`src/rtl/alu_share_arbiter_if.sv`:
```
// Requester-facing bundle for alu_share_arbiter: two request ports and a shared response bus.
// The master side belongs to the requesters; the slave side belongs to the arbiter.
interface alu_share_arbiter_if;
    logic [1:0]  req_valid;
    logic [1:0]  req_ready;
    logic [3:0]  req0_op;
    logic [31:0] req0_a;
    logic [31:0] req0_b;
    logic [3:0]  req1_op;
    logic [31:0] req1_a;
    logic [31:0] req1_b;
    logic [1:0]  rsp_valid;
    logic [1:0]  rsp_ready;
    logic [31:0] rsp_result;
    logic [7:0]  rsp_status;

    modport master (
        output req_valid, req0_op, req0_a, req0_b, req1_op, req1_a, req1_b, rsp_ready,
        input  req_ready, rsp_valid, rsp_result, rsp_status
    );

    modport slave (
        input  req_valid, req0_op, req0_a, req0_b, req1_op, req1_a, req1_b, rsp_ready,
        output req_ready, rsp_valid, rsp_result, rsp_status
    );
endinterface

```
`src/rtl/alu_share_arbiter.sv`:
```
// Shares one combinational ALU between two requesters using round-robin arbitration.
// MUL and DIV hold the ALU inputs for several cycles; the result goes back over a valid/ready response.
module alu_share_arbiter #(
    parameter int MUL_CYCLES = 2,
    parameter int DIV_CYCLES = 8
) (
    input  logic                clk,
    input  logic                rst,
    alu_share_arbiter_if.slave  bus,
    output logic [3:0]          alu_control,
    output logic [31:0]         alu_a,
    output logic [31:0]         alu_b,
    input  logic [31:0]         alu_result,
    input  logic [7:0]          alu_status,
    output logic                busy
);

    localparam logic [3:0] OP_DIV   = 4'd4;
    localparam logic [3:0] OP_MUL   = 4'd5;
    localparam logic [3:0] MUL_LOAD = 4'(MUL_CYCLES - 1);
    localparam logic [3:0] DIV_LOAD = 4'(DIV_CYCLES - 1);

    typedef enum logic [1:0] {
        IDLE,
        EXEC,
        RESP
    } state_t;

    state_t      state;
    state_t      state_next;
    logic        last_grant;
    logic        owner;
    logic        win;
    logic        grant_any;
    logic        accept;
    logic        handshake;
    logic [3:0]  counter;
    logic [3:0]  sel_op;
    logic [31:0] sel_a;
    logic [31:0] sel_b;
    logic [3:0]  load_count;

    // Round-robin pick: on a tie the requester that did not win last time goes first.
    always_comb begin
        grant_any = |bus.req_valid;
        win       = 1'b0;
        if (bus.req_valid == 2'b11) begin
            win = ~last_grant;
        end else if (bus.req_valid[1]) begin
            win = 1'b1;
        end
    end

    always_comb begin
        sel_op = win ? bus.req1_op : bus.req0_op;
        sel_a  = win ? bus.req1_a  : bus.req0_a;
        sel_b  = win ? bus.req1_b  : bus.req0_b;
        if (sel_op == OP_MUL) begin
            load_count = MUL_LOAD;
        end else if (sel_op == OP_DIV) begin
            load_count = DIV_LOAD;
        end else begin
            load_count = 4'd0;
        end
    end

    assign accept    = (state == IDLE) && grant_any;
    assign handshake = (state == RESP) && (|(bus.rsp_valid & bus.rsp_ready));
    assign busy      = (state != IDLE);

    always_ff @(posedge clk or posedge rst) begin
        if (rst) begin
            state <= IDLE;
        end else begin
            state <= state_next;
        end
    end

    // req_ready only ever points at the current winner, and only while idle.
    always_comb begin
        state_next    = state;
        bus.req_ready = 2'b00;
        case (state)
            IDLE: begin
                if (grant_any) begin
                    bus.req_ready = win ? 2'b10 : 2'b01;
                    state_next    = EXEC;
                end
            end
            EXEC: begin
                if (counter == 4'd0) begin
                    state_next = RESP;
                end
            end
            RESP: begin
                if (handshake) begin
                    state_next = IDLE;
                end
            end
            default: begin
                state_next = IDLE;
            end
        endcase
    end

    // Operands stay latched after completion so the ALU inputs do not toggle while idle.
    // rsp_valid rises one cycle after entering RESP, giving an N+1 cycle accept-to-response latency.
    always_ff @(posedge clk or posedge rst) begin
        if (rst) begin
            alu_control    <= 4'd0;
            alu_a          <= 32'd0;
            alu_b          <= 32'd0;
            owner          <= 1'b0;
            last_grant     <= 1'b1;
            counter        <= 4'd0;
            bus.rsp_valid  <= 2'b00;
            bus.rsp_result <= 32'd0;
            bus.rsp_status <= 8'd0;
        end else begin
            case (state)
                IDLE: begin
                    if (accept) begin
                        alu_control <= sel_op;
                        alu_a       <= sel_a;
                        alu_b       <= sel_b;
                        owner       <= win;
                        counter     <= load_count;
                    end
                end
                EXEC: begin
                    if (counter == 4'd0) begin
                        bus.rsp_result <= alu_result;
                        bus.rsp_status <= alu_status;
                    end else begin
                        counter <= counter - 4'd1;
                    end
                end
                RESP: begin
                    if (handshake) begin
                        bus.rsp_valid <= 2'b00;
                        last_grant    <= owner;
                    end else begin
                        bus.rsp_valid <= owner ? 2'b10 : 2'b01;
                    end
                end
                default: begin
                    bus.rsp_valid <= 2'b00;
                end
            endcase
        end
    end

endmodule

```
`src/flat_wrapper.sv`:
```
// flat-port wrapper written by rule: the top's interface ports become plain ports
module alu_share_arbiter_flat 
#(
    parameter int MUL_CYCLES = 2,
    parameter int DIV_CYCLES = 8
)
  (clk, rst, alu_control, alu_a, alu_b, alu_result, alu_status, busy, bus_req_valid, bus_req0_op, bus_req0_a, bus_req0_b, bus_req1_op, bus_req1_a, bus_req1_b, bus_rsp_ready, bus_req_ready, bus_rsp_valid, bus_rsp_result, bus_rsp_status);
  alu_share_arbiter_if bus_i ();
  input  logic clk;
  input  logic rst;
  output logic [3:0] alu_control;
  output logic [31:0] alu_a;
  output logic [31:0] alu_b;
  input  logic [31:0] alu_result;
  input  logic [7:0] alu_status;
  output logic busy;
  input wire logic [$bits(bus_i.req_valid)-1:0] bus_req_valid;
  input wire logic [$bits(bus_i.req0_op)-1:0] bus_req0_op;
  input wire logic [$bits(bus_i.req0_a)-1:0] bus_req0_a;
  input wire logic [$bits(bus_i.req0_b)-1:0] bus_req0_b;
  input wire logic [$bits(bus_i.req1_op)-1:0] bus_req1_op;
  input wire logic [$bits(bus_i.req1_a)-1:0] bus_req1_a;
  input wire logic [$bits(bus_i.req1_b)-1:0] bus_req1_b;
  input wire logic [$bits(bus_i.rsp_ready)-1:0] bus_rsp_ready;
  output wire logic [$bits(bus_i.req_ready)-1:0] bus_req_ready;
  output wire logic [$bits(bus_i.rsp_valid)-1:0] bus_rsp_valid;
  output wire logic [$bits(bus_i.rsp_result)-1:0] bus_rsp_result;
  output wire logic [$bits(bus_i.rsp_status)-1:0] bus_rsp_status;
  assign bus_i.req_valid = bus_req_valid;
  assign bus_i.req0_op = bus_req0_op;
  assign bus_i.req0_a = bus_req0_a;
  assign bus_i.req0_b = bus_req0_b;
  assign bus_i.req1_op = bus_req1_op;
  assign bus_i.req1_a = bus_req1_a;
  assign bus_i.req1_b = bus_req1_b;
  assign bus_i.rsp_ready = bus_rsp_ready;
  assign bus_req_ready = bus_i.req_ready;
  assign bus_rsp_valid = bus_i.rsp_valid;
  assign bus_rsp_result = bus_i.rsp_result;
  assign bus_rsp_status = bus_i.rsp_status;
  alu_share_arbiter #(.MUL_CYCLES(MUL_CYCLES), .DIV_CYCLES(DIV_CYCLES)) u_core (.clk(clk), .rst(rst), .bus(bus_i), .alu_control(alu_control), .alu_a(alu_a), .alu_b(alu_b), .alu_result(alu_result), .alu_status(alu_status), .busy(busy));
endmodule
```
`config.mk`:
```
export PLATFORM = sky130hd
export DESIGN_NAME = alu_share_arbiter_flat
export DESIGN_NICKNAME = d
export VERILOG_FILES = /design/src/rtl/alu_share_arbiter_if.sv /design/src/rtl/alu_share_arbiter.sv /design/src/flat_wrapper.sv
export SDC_FILE = /design/constraint.sdc
export NUM_CORES = 1
export LEC_CHECK = 0
export CAP_MARGIN = 20
export CORE_AREA = 8 8 108 110
export CTS_CLUSTER_SIZE = 30
export DETAILED_ROUTE_END_ITERATION = 10
export DIE_AREA = 0 0 116 118
export DONT_BUFFER_PORTS = 1
export PLACE_DENSITY = 0.72
export REMOVE_ABC_BUFFERS = 1
export SKIP_CTS_REPAIR_TIMING = 1
export SLEW_MARGIN = 20
export SYNTH_ARGS = -nofsm -noshare
export SYNTH_HDL_FRONTEND = slang
export SYNTH_SLANG_ARGS = --single-unit
```
`constraint.sdc`:
```
create_clock -name clk -period 4.7 [get_ports clk]
set_clock_uncertainty 0.05 [all_clocks]
set_input_delay 0.705 -clock clk [delete_from_list [all_inputs] [get_ports clk]]
set_output_delay 0.705 -clock clk [all_outputs]
set_load 0.02 [all_outputs]
```
==> results.ini <==
[cells_and_area]
n_fill_cell = 860
drive_gt1_share_pct = 30.4
diodes = 0
syn2layout_area_growth_pct = 12.1
utilization_pct = 58.2
fin_nets = 624
final_cell_area_sq_um = 5820

[yosys]
async_flop_share_pct = 100
ys_top_cells_by_count = nand2_1, dfrtp_1, a22oi_2
yosys_warnings = 0
synth_top_cell_by_area = dfrtp_1
yosysMostFrequentCell = nand2_1
synth_top_area_share_pct = 56.4
ys_ff_latch = 118
ys_seq_area_share_pct = 56.9
synth-main-ff-cell = dfrtp_1
yosysUniqueCellTypes = 33
syn_inst = 439
syn_area_sq_um = 5190
synth.avg_cell_area_sq_um = 11.8
synth_enable_flop_cells = 0
synth_area_leaders = dfrtp_1, a22oi_2, nand2_1, mux2_2, a22oi_1

[clocking]
cts_buffers = 17
clk_pin_slew_ns = 0.06
cts.sinks = 118
cts-root-buf = clkbuf_8
cts_buffer_depth = 2
cts.htree.levels = 4
cts_tree = yes
clock_latency_ns = 0.49

[grt]
gr-usage-all-layers_pct = 21.5
grt_pass1_vias = 3786
grt_max_degree = 74
antenna_found_initial = 0
grt_overflow = 0
grt_pass1_wl_um = 22400

[timing]
fin_crit_ns = 2.93
timing.final.max_slew_violations = 0
hold_viol = 0
worst_pin_slew_ns = 0.903
max_slew_margin_pct = 39.4
setup_viol = 0
timing.fmax_mhz = 341
grt_setup_unrepaired = false
hold_ws_ns = 0.262
timing.final.crit_share_pct = 62.4

[placed_design]
dp_hpwl_um = 11300
routabilityCongestion = 0.831
portBuffers = 0
place_area_sq_um = 5250

[worst_hold_path]
holdCritPathClass = input port to register

[die]
die_h_um = 118
start_util_pct = 52.0
die_x_um = 116
io_pins = 295
num_rows = 37
core_area_sq_um = 10000
die-area_sq_um = 13700

[routing]
wl_per_cell_um = 25.1
routed_wl_um = 14800
via_per_inst = 5.83
num_vias = 3438
drtPass1Iterations = 5
ant_nets = 0
drc_errors = 0
drt_iter0_drc = 206

[power]
combPwrFrac_pct = 25.9
total_power_uw = 5110
ir_drop_mv = 0.387
power.switching_uw = 2240
swShare_pct = 43.8
power.leakage_uw = 0.00257
power.density_nw_per_um2 = 877
p_clk_share_pct = 23.0
p_int_uw = 2870
power.share.sequential_pct = 51.1

[critical_path]
worstPathArrival_ns = 2.18
worstSetupStartpointType = register
worst-endpoint-required_ns = 3.94
crit_type = register to primary output
end_kind = primary output
crit_path_max_fanout = 8

[status]
outcome = finished, final reports clean

[run]
drv_cap = 0

critical path, cell delays in order (launching register included):
cell and delay, ns:
dfrtp_1 0.44, or2_1 0.43, nor3_2 0.81
power by group through the flow:
stage               Combinational, uW  Sequential (uW)  Clock, uW
floorplan                        1130             2430          0
detailed placement               1330             2630          0
global placement                 1250             2620          0
global route                     1470             2670       1250
CTS                              1330             2630       1190
finish                           1320             2610       1170
layout by cell type, fill, tap and decap left out, drive strengths merged, types with 2 or more instances in the layout:
| cell | netlist | layout |
|---|---|---|
| a21oi | 2 | 2 |
| a22oi | 65 | 65 |
| a31oi | 2 | 2 |
| buf | 26 | 10 |
| clkbuf | 2 | 18 |
| clkinv | 0 | 3 |
| clkinvlp | 0 | 5 |
| dfrtp | 117 | 117 |
| inv | 7 | 13 |
| mux2 | 41 | 41 |
| mux2i | 6 | 6 |
| nand2 | 135 | 135 |
| nand3b | 2 | 2 |
| nor2 | 6 | 6 |
| nor2b | 2 | 2 |
| nor3b | 2 | 2 |
| o21ai | 6 | 6 |
| o22ai | 3 | 3 |
| or2 | 2 | 2 |
metrics by stage:
step | setup WS, ns | TNS, ns | cells
2_1_floorplan | -1.29 | -59.22 | 411
3_3_place_gp | 2.05 | 0 | 556
3_5_place_dp | 2.01 | 0 | 556
4_1_cts | 1.65 | 0 | 588
5_1_grt | 1.61 | 0 | 590
6_report | 1.77 | 0 | 590
cell families after synthesis:
family | after synthesis | synth area share, %
adders and majority gates | 1 | 0.241
AOI/OAI and AO/OA | 83 | 16.4
buffers and inverters | 35 | 4.43
DFF | 118 | 56.9
and+or+nand+nor | 155 | 12.0
muxes | 47 | 10.0
flip-flops by register name, indices dropped and copies added, names as in the netlist:
register,flops
u_core.alu_a,32
u_core.alu_b,32
u_core.bus.rsp_result,32
u_core.bus.rsp_status,8
u_core.alu_control,4
u_core.counter,4
u_core.bus.rsp_valid,2
u_core.state,2
u_core.last_grant,1
u_core.owner,1
layer usage:
layer	part of all wire [%]	global-route usage [%]	up-vias	routed length [um]
met5	0	0	-	0
met4	1.7	6.57	0	249
met3	11	10.2	22	1620
met2	54	37.9	164	8020
met1	33	21.7	1724	4920
li1	-	-	1528	-
area by class of cell:
class                      instances  area (sq um)  area share, %
multi-input combinational        286          2030           34.8
timing repair buffer              11          97.6           1.68
sequential                       118          2950           50.7
clock inverter                    14           118           2.02
inverter                           7          28.8          0.494
tap                              136           170           2.92
clock buffer                      18           428           7.35
path summary, 6_finish.rpt:
kind | startpoint | end | slack, ns | cells past startpoint
worst max-delay path | u_core.state[1] | bus_req_ready[0] | 1.77 | 2
worst min-delay path | bus_req0_a[3] | u_core.alu_a[3] | 0.26 | 2
worst max register to register | u_core.state[1] | u_core.alu_b[15] | 2.24 | 5
worst min register to register | u_core.counter[1] | u_core.counter[1] | 0.51 | 1
max in group asynchronous | rst | u_core.alu_a[4] | 3.14 | 3
min in group asynchronous | rst | u_core.bus.rsp_result[22] | 0.50 | 2
(Power assumes the default switching activity.)
